**config.mk**
```make
export PLATFORM = sky130hd
export DESIGN_NAME = hy_stream_feeder
export DESIGN_NICKNAME = d
export VERILOG_FILES = /design/src/rtl/hy_stream_feeder.sv
export SDC_FILE = /design/constraint.sdc
export NUM_CORES = 2
export LEC_CHECK = 0
export BUFFER_PORTS_ARGS = -buffer_cell sky130_fd_sc_hd__buf_4
export CORE_MARGIN = 4
export CORE_UTILIZATION = 35
export CTS_CLUSTER_SIZE = 20
export DETAILED_ROUTE_END_ITERATION = 10
export GPL_ROUTABILITY_DRIVEN = 0
export PLACE_DENSITY = 0.5
export SYNTH_ARGS = -nofsm -noshare
export SYNTH_HDL_FRONTEND = slang
export SYNTH_SLANG_ARGS = --single-unit
```
**constraint.sdc**
```tcl
create_clock -name clk -period 5.6 [get_ports clk]
set_input_delay 0 -clock clk [delete_from_list [all_inputs] [get_ports clk]]
set_output_delay 0 -clock clk [all_outputs]
set_load 0.01 [all_outputs]
```
**src/rtl/hy_stream_feeder.sv**
```systemverilog
// rtl/hy_stream_feeder.sv - H/Y source feeder: host-loaded 4x4 H and 8-entry Y, streamed once per q.
// All outputs registered; buffers are not cleared by rst.
module hy_stream_feeder #(
    parameter int N       = 32,
    parameter int NUM_Q   = 16,
    parameter int TIMEOUT = 1024
) (
    input  logic                clk,
    input  logic                rst,
    input  logic                cfg_wr_en,
    input  logic                cfg_wr_sel,
    input  logic [3:0]          cfg_wr_addr,
    input  logic signed [N-1:0] cfg_wr_r,
    input  logic signed [N-1:0] cfg_wr_i,
    input  logic                run,
    input  logic                hold,
    input  logic                q_done,
    output logic                start_new_q,
    output logic [3:0]          q_index,
    output logic                H_in_valid,
    output logic signed [N-1:0] H_in_r,
    output logic signed [N-1:0] H_in_i,
    output logic                Y_in_valid,
    output logic signed [N-1:0] Y_in_r,
    output logic signed [N-1:0] Y_in_i,
    output logic                busy,
    output logic                all_done,
    output logic                err_timeout,
    output logic                err_early
);

    localparam int            WW     = $clog2(TIMEOUT + 1);
    localparam logic [WW-1:0] W_LAST = WW'(TIMEOUT - 1);
    localparam logic [3:0]    Q_LAST = 4'(NUM_Q - 1);

    typedef enum logic [1:0] {S_IDLE, S_START, S_STREAM, S_WAIT} state_t;

    state_t              state_q, state_d;
    logic [3:0]          q_q, q_d;
    logic [4:0]          b_q, b_d;
    logic [WW-1:0]       w_q, w_d;
    logic                busy_q, busy_d;
    logic                snq_q, snq_d;
    logic                all_done_q, all_done_d;
    logic                hv_q, hv_d, yv_q, yv_d;
    logic signed [N-1:0] hr_q, hr_d, hi_q, hi_d, yr_q, yr_d, yi_q, yi_d;
    logic                err_to_q, err_to_d, err_early_q, err_early_d;
    logic                issue;

    logic signed [N-1:0] h_r_mem [16];
    logic signed [N-1:0] h_i_mem [16];
    logic signed [N-1:0] y_r_mem [8];
    logic signed [N-1:0] y_i_mem [8];

    // Host writes are only honoured while idle so a sweep always sees one consistent H/Y set.
    always_ff @(posedge clk) begin
        if (cfg_wr_en && state_q == S_IDLE) begin
            if (!cfg_wr_sel) begin
                h_r_mem[cfg_wr_addr] <= cfg_wr_r;
                h_i_mem[cfg_wr_addr] <= cfg_wr_i;
            end else begin
                y_r_mem[cfg_wr_addr[2:0]] <= cfg_wr_r;
                y_i_mem[cfg_wr_addr[2:0]] <= cfg_wr_i;
            end
        end
    end

    always_comb begin
        state_d     = state_q;
        q_d         = q_q;
        b_d         = b_q;
        w_d         = w_q;
        busy_d      = busy_q;
        snq_d       = 1'b0;
        all_done_d  = 1'b0;
        hv_d        = 1'b0;
        yv_d        = 1'b0;
        hr_d        = hr_q;
        hi_d        = hi_q;
        yr_d        = yr_q;
        yi_d        = yi_q;
        err_to_d    = err_to_q;
        err_early_d = err_early_q;
        issue       = 1'b0;

        case (state_q)
            S_IDLE: begin
                if (run) begin
                    state_d     = S_START;
                    busy_d      = 1'b1;
                    q_d         = 4'd0;
                    b_d         = 5'd0;
                    snq_d       = 1'b1;
                    err_to_d    = 1'b0;
                    err_early_d = 1'b0;
                end
            end
            S_START: begin
                state_d = S_STREAM;
                issue   = !hold;
            end
            S_STREAM: begin
                // b counts beats already issued; at 16 the last beat is on the outputs now.
                if (b_q == 5'd16) begin
                    state_d = S_WAIT;
                    w_d     = '0;
                end else begin
                    issue = !hold;
                end
            end
            S_WAIT: begin
                if (q_done) begin
                    if (q_q == Q_LAST) begin
                        state_d    = S_IDLE;
                        busy_d     = 1'b0;
                        all_done_d = 1'b1;
                    end else begin
                        state_d = S_START;
                        q_d     = q_q + 4'd1;
                        b_d     = 5'd0;
                        snq_d   = 1'b1;
                    end
                end else if (w_q == W_LAST) begin
                    state_d  = S_IDLE;
                    busy_d   = 1'b0;
                    err_to_d = 1'b1;
                end else begin
                    w_d = w_q + 1'b1;
                end
            end
            default: state_d = S_IDLE;
        endcase

        if (issue) begin
            hv_d = 1'b1;
            hr_d = h_r_mem[b_q[3:0]];
            hi_d = h_i_mem[b_q[3:0]];
            if (b_q < 5'd8) begin
                yv_d = 1'b1;
                yr_d = y_r_mem[b_q[2:0]];
                yi_d = y_i_mem[b_q[2:0]];
            end
            b_d = b_q + 5'd1;
        end

        if (q_done && state_q != S_WAIT) begin
            err_early_d = 1'b1;
        end
    end

    always_ff @(posedge clk) begin
        if (rst) begin
            state_q     <= S_IDLE;
            q_q         <= '0;
            b_q         <= '0;
            w_q         <= '0;
            busy_q      <= 1'b0;
            snq_q       <= 1'b0;
            all_done_q  <= 1'b0;
            hv_q        <= 1'b0;
            yv_q        <= 1'b0;
            hr_q        <= '0;
            hi_q        <= '0;
            yr_q        <= '0;
            yi_q        <= '0;
            err_to_q    <= 1'b0;
            err_early_q <= 1'b0;
        end else begin
            state_q     <= state_d;
            q_q         <= q_d;
            b_q         <= b_d;
            w_q         <= w_d;
            busy_q      <= busy_d;
            snq_q       <= snq_d;
            all_done_q  <= all_done_d;
            hv_q        <= hv_d;
            yv_q        <= yv_d;
            hr_q        <= hr_d;
            hi_q        <= hi_d;
            yr_q        <= yr_d;
            yi_q        <= yi_d;
            err_to_q    <= err_to_d;
            err_early_q <= err_early_d;
        end
    end

    assign start_new_q = snq_q;
    assign q_index     = q_q;
    assign H_in_valid  = hv_q;
    assign H_in_r      = hr_q;
    assign H_in_i      = hi_q;
    assign Y_in_valid  = yv_q;
    assign Y_in_r      = yr_q;
    assign Y_in_i      = yi_q;
    assign busy        = busy_q;
    assign all_done    = all_done_q;
    assign err_timeout = err_to_q;
    assign err_early   = err_early_q;

endmodule

```
# Word-level counts from Yosys, hierarchy flattened
# Memories as Yosys holds them, arrays and structs flattened. A register that Yosys moved wholly into a read port is not among the register bits.
# Cells that the tools add are included.
# Widths: inputs -> output; s select.
dict set report op_classes {
  addsub 3
  n_mul 0
  n_div 0
  magnitude_cmp 1
  eq_ne 19
  shift 0
  muxes 45
  bitwise_logic 3
  reduce_logical 19
}
# cell n
set op_table {}
lappend op_table {{$mux 11} 3}
lappend op_table {{$mux 1} 23}
lappend op_table {{$pmux 11 s2} 1}
lappend op_table {{$mux 5} 4}
lappend op_table {{$reduce_and 4->1} 5}
lappend op_table {{$ne 2x2->1 const B} 8}
lappend op_table {{$ne 3x3->1 const B} 5}
lappend op_table {{$mux 4} 3}
lappend op_table {{$add 11x1->11 const B} 1}
lappend op_table {{$eq 11x10->1 const B} 1}
lappend op_table {{$pmux 5 s2} 1}
lappend op_table {{$mux 2} 4}
lappend op_table {{$pmux 1 s2} 4}
lappend op_table {{$pmux 2 s4} 1}
lappend op_table {{$pmux 4 s2} 1}
lappend op_table {{$reduce_bool 2->1} 4}
lappend op_table {{$add 5x1->5 const B} 1}
lappend op_table {{$eq 5x5->1 const B} 1}
lappend op_table {{$lt 5x4->1 const B} 1}
lappend op_table {{$add 4x1->4 const B} 1}
lappend op_table {{$eq 2x2->1 const B} 2}
lappend op_table {{$eq 4x4->1 const B} 1}
lappend op_table {{$reduce_and 2->1} 2}
lappend op_table {{$not 1->1} 3}
lappend op_table {{8 further kinds} 9}
dict set report totals {
  reg_bits 29
  latch_bits 0
  mem_bits_rw 1536
  mem_bits_ro 0
  in_bits 75
  output_inout_bits 139
  wordCells 105
  memories 4
}
# name words width rd rd_clocked_by_memory_dff write_ports line_no
set memory_table {}
lappend memory_table {h_i_mem 16 32 1 1 1 51} ;# logic signed [N-1:0] h_i_mem [16];
lappend memory_table {h_r_mem 16 32 1 1 1 50} ;# logic signed [N-1:0] h_r_mem [16];
lappend memory_table {y_i_mem 8 32 1 1 1 53} ;# logic signed [N-1:0] y_i_mem [8];
lappend memory_table {y_r_mem 8 32 1 1 1 52} ;# logic signed [N-1:0] y_r_mem [8];

# Longest topological paths before layout
dict set report depth {
  depth_word 5
  mapped_depth 13
  ltp_nobuf 6
}

# Least setup slack after synthesis
# OpenSTA, ideal clock, no wires.
dict set report synth_timing {
  kind {register -> register}
  startpoint {reg state_q[0]}
  endpoint {mem h_i_mem[4][0], enable pin}
  setup_ps 486
  t_arrival_ps 4059
  required_ps 5114
  slack_ps 1055
  path_stages_with_launch 8
  path_buffers 2
  period_less_slack_ps 4545
  cell_sequence {dfxtp_1 -> inv_1 -> ha_1 -> clkbuf_1 -> nand2_1 -> or3_1 -> clkbuf_1 -> nor2_1}
}
dict set report synth_via {
  elab_chain_len 4
}
# element line_no
set synth_rtl {}
lappend synth_rtl {{start: declaration} 38} ;# state_t state_q, state_d;
lappend synth_rtl {{start signal: assignment} 169} ;# state_q <= state_d;
lappend synth_rtl {{$logic_not 2->1} 57} ;# if (cfg_wr_en && state_q == S_IDLE) begin
lappend synth_rtl {{$logic_and 1x1->1} 57}
lappend synth_rtl {{$mux 1} 57}
lappend synth_rtl {{$mux 1 (implied by the code)} 60} ;# h_i_mem[cfg_wr_addr] <= cfg_wr_i;
lappend synth_rtl {{end: declaration} 51}
# No other way between the ends.

# Final worst setup path
dict set report layout_timing {
  startpoint {reg state_q[0]}
  endpoint {mem y_i_mem[3][0], enable pin}
}
dict set report layout_via {
  elab_chain_len 4
}
# element line_no
set layout_rtl {}
lappend layout_rtl {{$logic_not 2->1} 57}
lappend layout_rtl {{$logic_and 1x1->1} 57}
lappend layout_rtl {{$mux 1} 57}
lappend layout_rtl {{$mux 1 (implied by the code)} 63} ;# y_i_mem[cfg_wr_addr[2:0]] <= cfg_wr_i;
lappend layout_rtl {{end: declaration} 53}
# No other way between the ends.

==> qor.csv <==
metric,value,unit
result of the run,completed,
Slew headroom,0.254,
number of stages on the worst hold path,2,
area share of the largest cell type after synthesis,0.723,
proportion of synthesized flip-flops having asynchronous set or reset,0,
Synth Register Bits,1693,
maximum clock path buffer count,3,
remaining number of nets flagged by the antenna check after routing,0,
number of iterations in the first detailed-routing pass,5,
Hold Path End,h_i_mem[0][8],
vias in the first global route,32500,
Final nets,3514,
Die Outline Area,0.189,mm²
critical path data arrival time,4130,ps
worst setup path category,flip-flop to flip-flop,
f_max,271,MHz
min-delay src,cfg_wr_i[8],
drt initial violations,2703,
count of maximum capacitance violations,0,
worst-path maximum fanout,41,
clock-pin slew of the registers on the worst-case setup and hold paths,60,ps
Die X,435,µm
critical path capture point type,flip-flop,
wire length of the first global-routing pass,241000,µm
root buffer cell,sky130_fd_sc_hd__clkbuf_16,
maximum number of pins on one net before global-route repair,123,
Crit Reg-Reg Endpoint,y_i_mem[3][0],
final clock skew,35.0,ps
area growth from synthesis to final layout,17.5,%
number of flops mapped to enable cells by yosys,1536,
Synth Net Count,3163,
"Min Clock Period, post-route",3690,ps
Synth area leader,sky130_fd_sc_hd__edfxtp_1,
Leak,0.0230,µW
Inserted Clock Buffers,178,
setup TNS,0,ps
"Cell Area, Synth",0.0638,mm²
CTS tree,built,
detailed-route via count,31600,
top cells by area in the synthesized netlist,"sky130_fd_sc_hd__edfxtp_1, sky130_fd_sc_hd__mux4_2, sky130_fd_sc_hd__dfxtp_1",
r2r worst-path depth,5,
Sinks on Clock Net,1693,
initial antenna violation count,12,
cts repair resizes,0,
mean instance size in the synthesized netlist,20.7,µm²
vias per cell,5.30,
post-synthesis cell type count,57,
share of the clock period used by the worst path after layout,0.658,
register-to-register setup slack,1910,ps
share of layout cells above drive strength 1,0.253,
beginning of the worst register-to-register path,state_q[0],
total of endpoints with negative setup slack in the final report,0,
count of unresolved DRC violations after routing,0,
global routing usage summed across all routing layers,0.175,
peak supply drop,244,µV
Clock Latency Late Sink,820,ps
class of the tightest hold or removal check,primary input to flip-flop,
row count,156,
number of pins with negative max-slew slack in the final report,0,
transition time at the pin with the least slew margin,1120,ps
count of buffers from port buffering,213,
element type at the critical path start,flip-flop,
level count of the clock H-tree,4,
unrepaired setup endpoints after global routing,no,
die height,435,µm
Critical Path RT,6050,ps
predominant post-synthesis flop cell,sky130_fd_sc_hd__edfxtp_1,
Mapped Cells,3080,
global route overflow,0,
I/O pin total,214,
core area,0.181,mm²
HPWL after detailed placement,93900,µm
number of warnings reported in the yosys synthesis log,0,
power per cell area,385,mW/mm²
Routed Wire Length,167000,µm
initial core utilization,0.352,
count of endpoints failing hold in the final timing report,0,
part of the Yosys area used for sequential elements,0.773,
overall power after layout,28800,µW
WL/cell,28.0,µm
## critical path, stage by stage, from the launching register on
cell and delay (ps):
sky130_fd_sc_hd__dfxtp_1 330, sky130_fd_sc_hd__inv_1 120, sky130_fd_sc_hd__ha_1 430, sky130_fd_sc_hd__nand3_1 820, sky130_fd_sc_hd__nor2_4 1160, sky130_fd_sc_hd__buf_12 390
## Yosys cell counts, drive strengths merged, types with 6 or more instances
cell type	number
edfxtp	1536
mux4	308
mux2i	259
dfxtp	157
buf	121
a21oi	118
a211oi	78
nor2	76
o22ai	76
clkbuf	72
a311oi	65
nand3	36
nand2	31
o221ai	27
mux2	14
o31ai	10
inv	9
ha	8
or4	8
nand3b	6
## registers in the layout (all words and copies together) (netlist names), 32 cells and up
| signal | cells |
|---|---|
| Y_in_r | 32 |
| y_i_mem | 256 |
| H_in_r | 32 |
| h_r_mem | 512 |
| Y_in_i | 32 |
| y_r_mem | 256 |
| h_i_mem | 512 |
| H_in_i | 32 |
## cell families (layout without fill, tap and decap cells)
| kind of cell | after synthesis | count (layout) | share of synthesized area |
|---|---|---|---|
| AOI/OAI and AO/OA | 398 | 398 | 0.0425 |
| adders and majority gates | 8 | 8 | 0.00157 |
| buffers and inverters | 202 | 706 | 0.0158 |
| DFF | 1693 | 1693 | 0.773 |
| muxes | 581 | 581 | 0.152 |
| other | 0 | 5 | 0 |
| and+or+nand+nor | 198 | 198 | 0.0154 |
## layer usage
metal / GRT usage / share of wire / vias to the layer above
met4: 0.0459 / 0.022 / 2
met1: 0.238 / 0.43 / 16900
met3: 0.0297 / 0.049 / 214
met5: 0 / 0.000078 / -
met2: 0.292 / 0.50 / 795
li1: - / - / 13700
## cell type report
type                            instances  area [µm²]
Antenna cell                            5        12.5
Tap cell                             2370        2970
Timing Repair Buffer                  364        3140
Inverter                                9        33.8
Multi-Input combinational cell       1185       13700
Clock inverter                         68         694
Clock buffer                          265        5060
Sequential cell                      1693       49300
Fill cell                           15900      106000
## where the power goes
| part | internal, µW | total (µW) | switching, µW |
|---|---|---|---|
| combinational | 1150 | 2780 | 1640 |
| sequential | 14200 | 14500 | 306 |
| clock | 6670 | 11600 | 4910 |
## how the worst max path moves through the flow
stage / start / endpoint / slack [ps] / cells after the start
finish: state_q[0] / y_i_mem[3][0] / 1910 / 5
global route: b_q[0] / H_in_i[6] / 1640 / 6
global placement: b_q[0] / b_q[0] / 1910 / 6
detailed placement: b_q[0] / H_in_i[6] / 1840 / 6
CTS: b_q[0] / H_in_i[6] / 1820 / 6
floorplan: state_q[0] / h_i_mem[4][0] / 1060 / 7
## per-stage QoR
stage                     utilization  cells  hold WS (ps)  cell area [µm²]  setup WS, ps
after floorplan                     -   3080          98.9            63800          1060
after global placement          0.378   5546           359            68400          1910
after detailed placement        0.378   5546           347            68400          1840
after CTS                       0.414   5954          43.5            74900          1820
after global routing            0.414   5955           111            74900          1640
final                           0.414   5959           140            74900          1910
## repair_timing
action / in CTS / in global routing
hold buffers: 75 / 0
endpoints found under the setup margin: 0 / 0
hold endpoints to repair: 1736 / 0
setup buffers: 0 / 0
## layout by cell type, fill, tap and decap left out, types with 14 or more instances in the layout
| master | count |
|---|---|
| sky130_fd_sc_hd__a211oi_1 | 78 |
| sky130_fd_sc_hd__a21oi_1 | 117 |
| sky130_fd_sc_hd__a311oi_1 | 65 |
| sky130_fd_sc_hd__buf_12 | 17 |
| sky130_fd_sc_hd__buf_4 | 271 |
| sky130_fd_sc_hd__clkbuf_1 | 61 |
| sky130_fd_sc_hd__clkbuf_16 | 180 |
| sky130_fd_sc_hd__clkbuf_8 | 24 |
| sky130_fd_sc_hd__clkinv_1 | 20 |
| sky130_fd_sc_hd__clkinv_2 | 24 |
| sky130_fd_sc_hd__dfxtp_1 | 153 |
| sky130_fd_sc_hd__dlygate4sd3_1 | 75 |
| sky130_fd_sc_hd__edfxtp_1 | 1536 |
| sky130_fd_sc_hd__mux2_2 | 14 |
| sky130_fd_sc_hd__mux2i_1 | 259 |
| sky130_fd_sc_hd__mux4_2 | 308 |
| sky130_fd_sc_hd__nand2_1 | 31 |
| sky130_fd_sc_hd__nand3_1 | 36 |
| sky130_fd_sc_hd__nor2_1 | 51 |
| sky130_fd_sc_hd__nor2_4 | 25 |
| sky130_fd_sc_hd__o221ai_1 | 27 |
| sky130_fd_sc_hd__o22ai_1 | 76 |
Note: power is estimated with default switching activity, not from simulation.
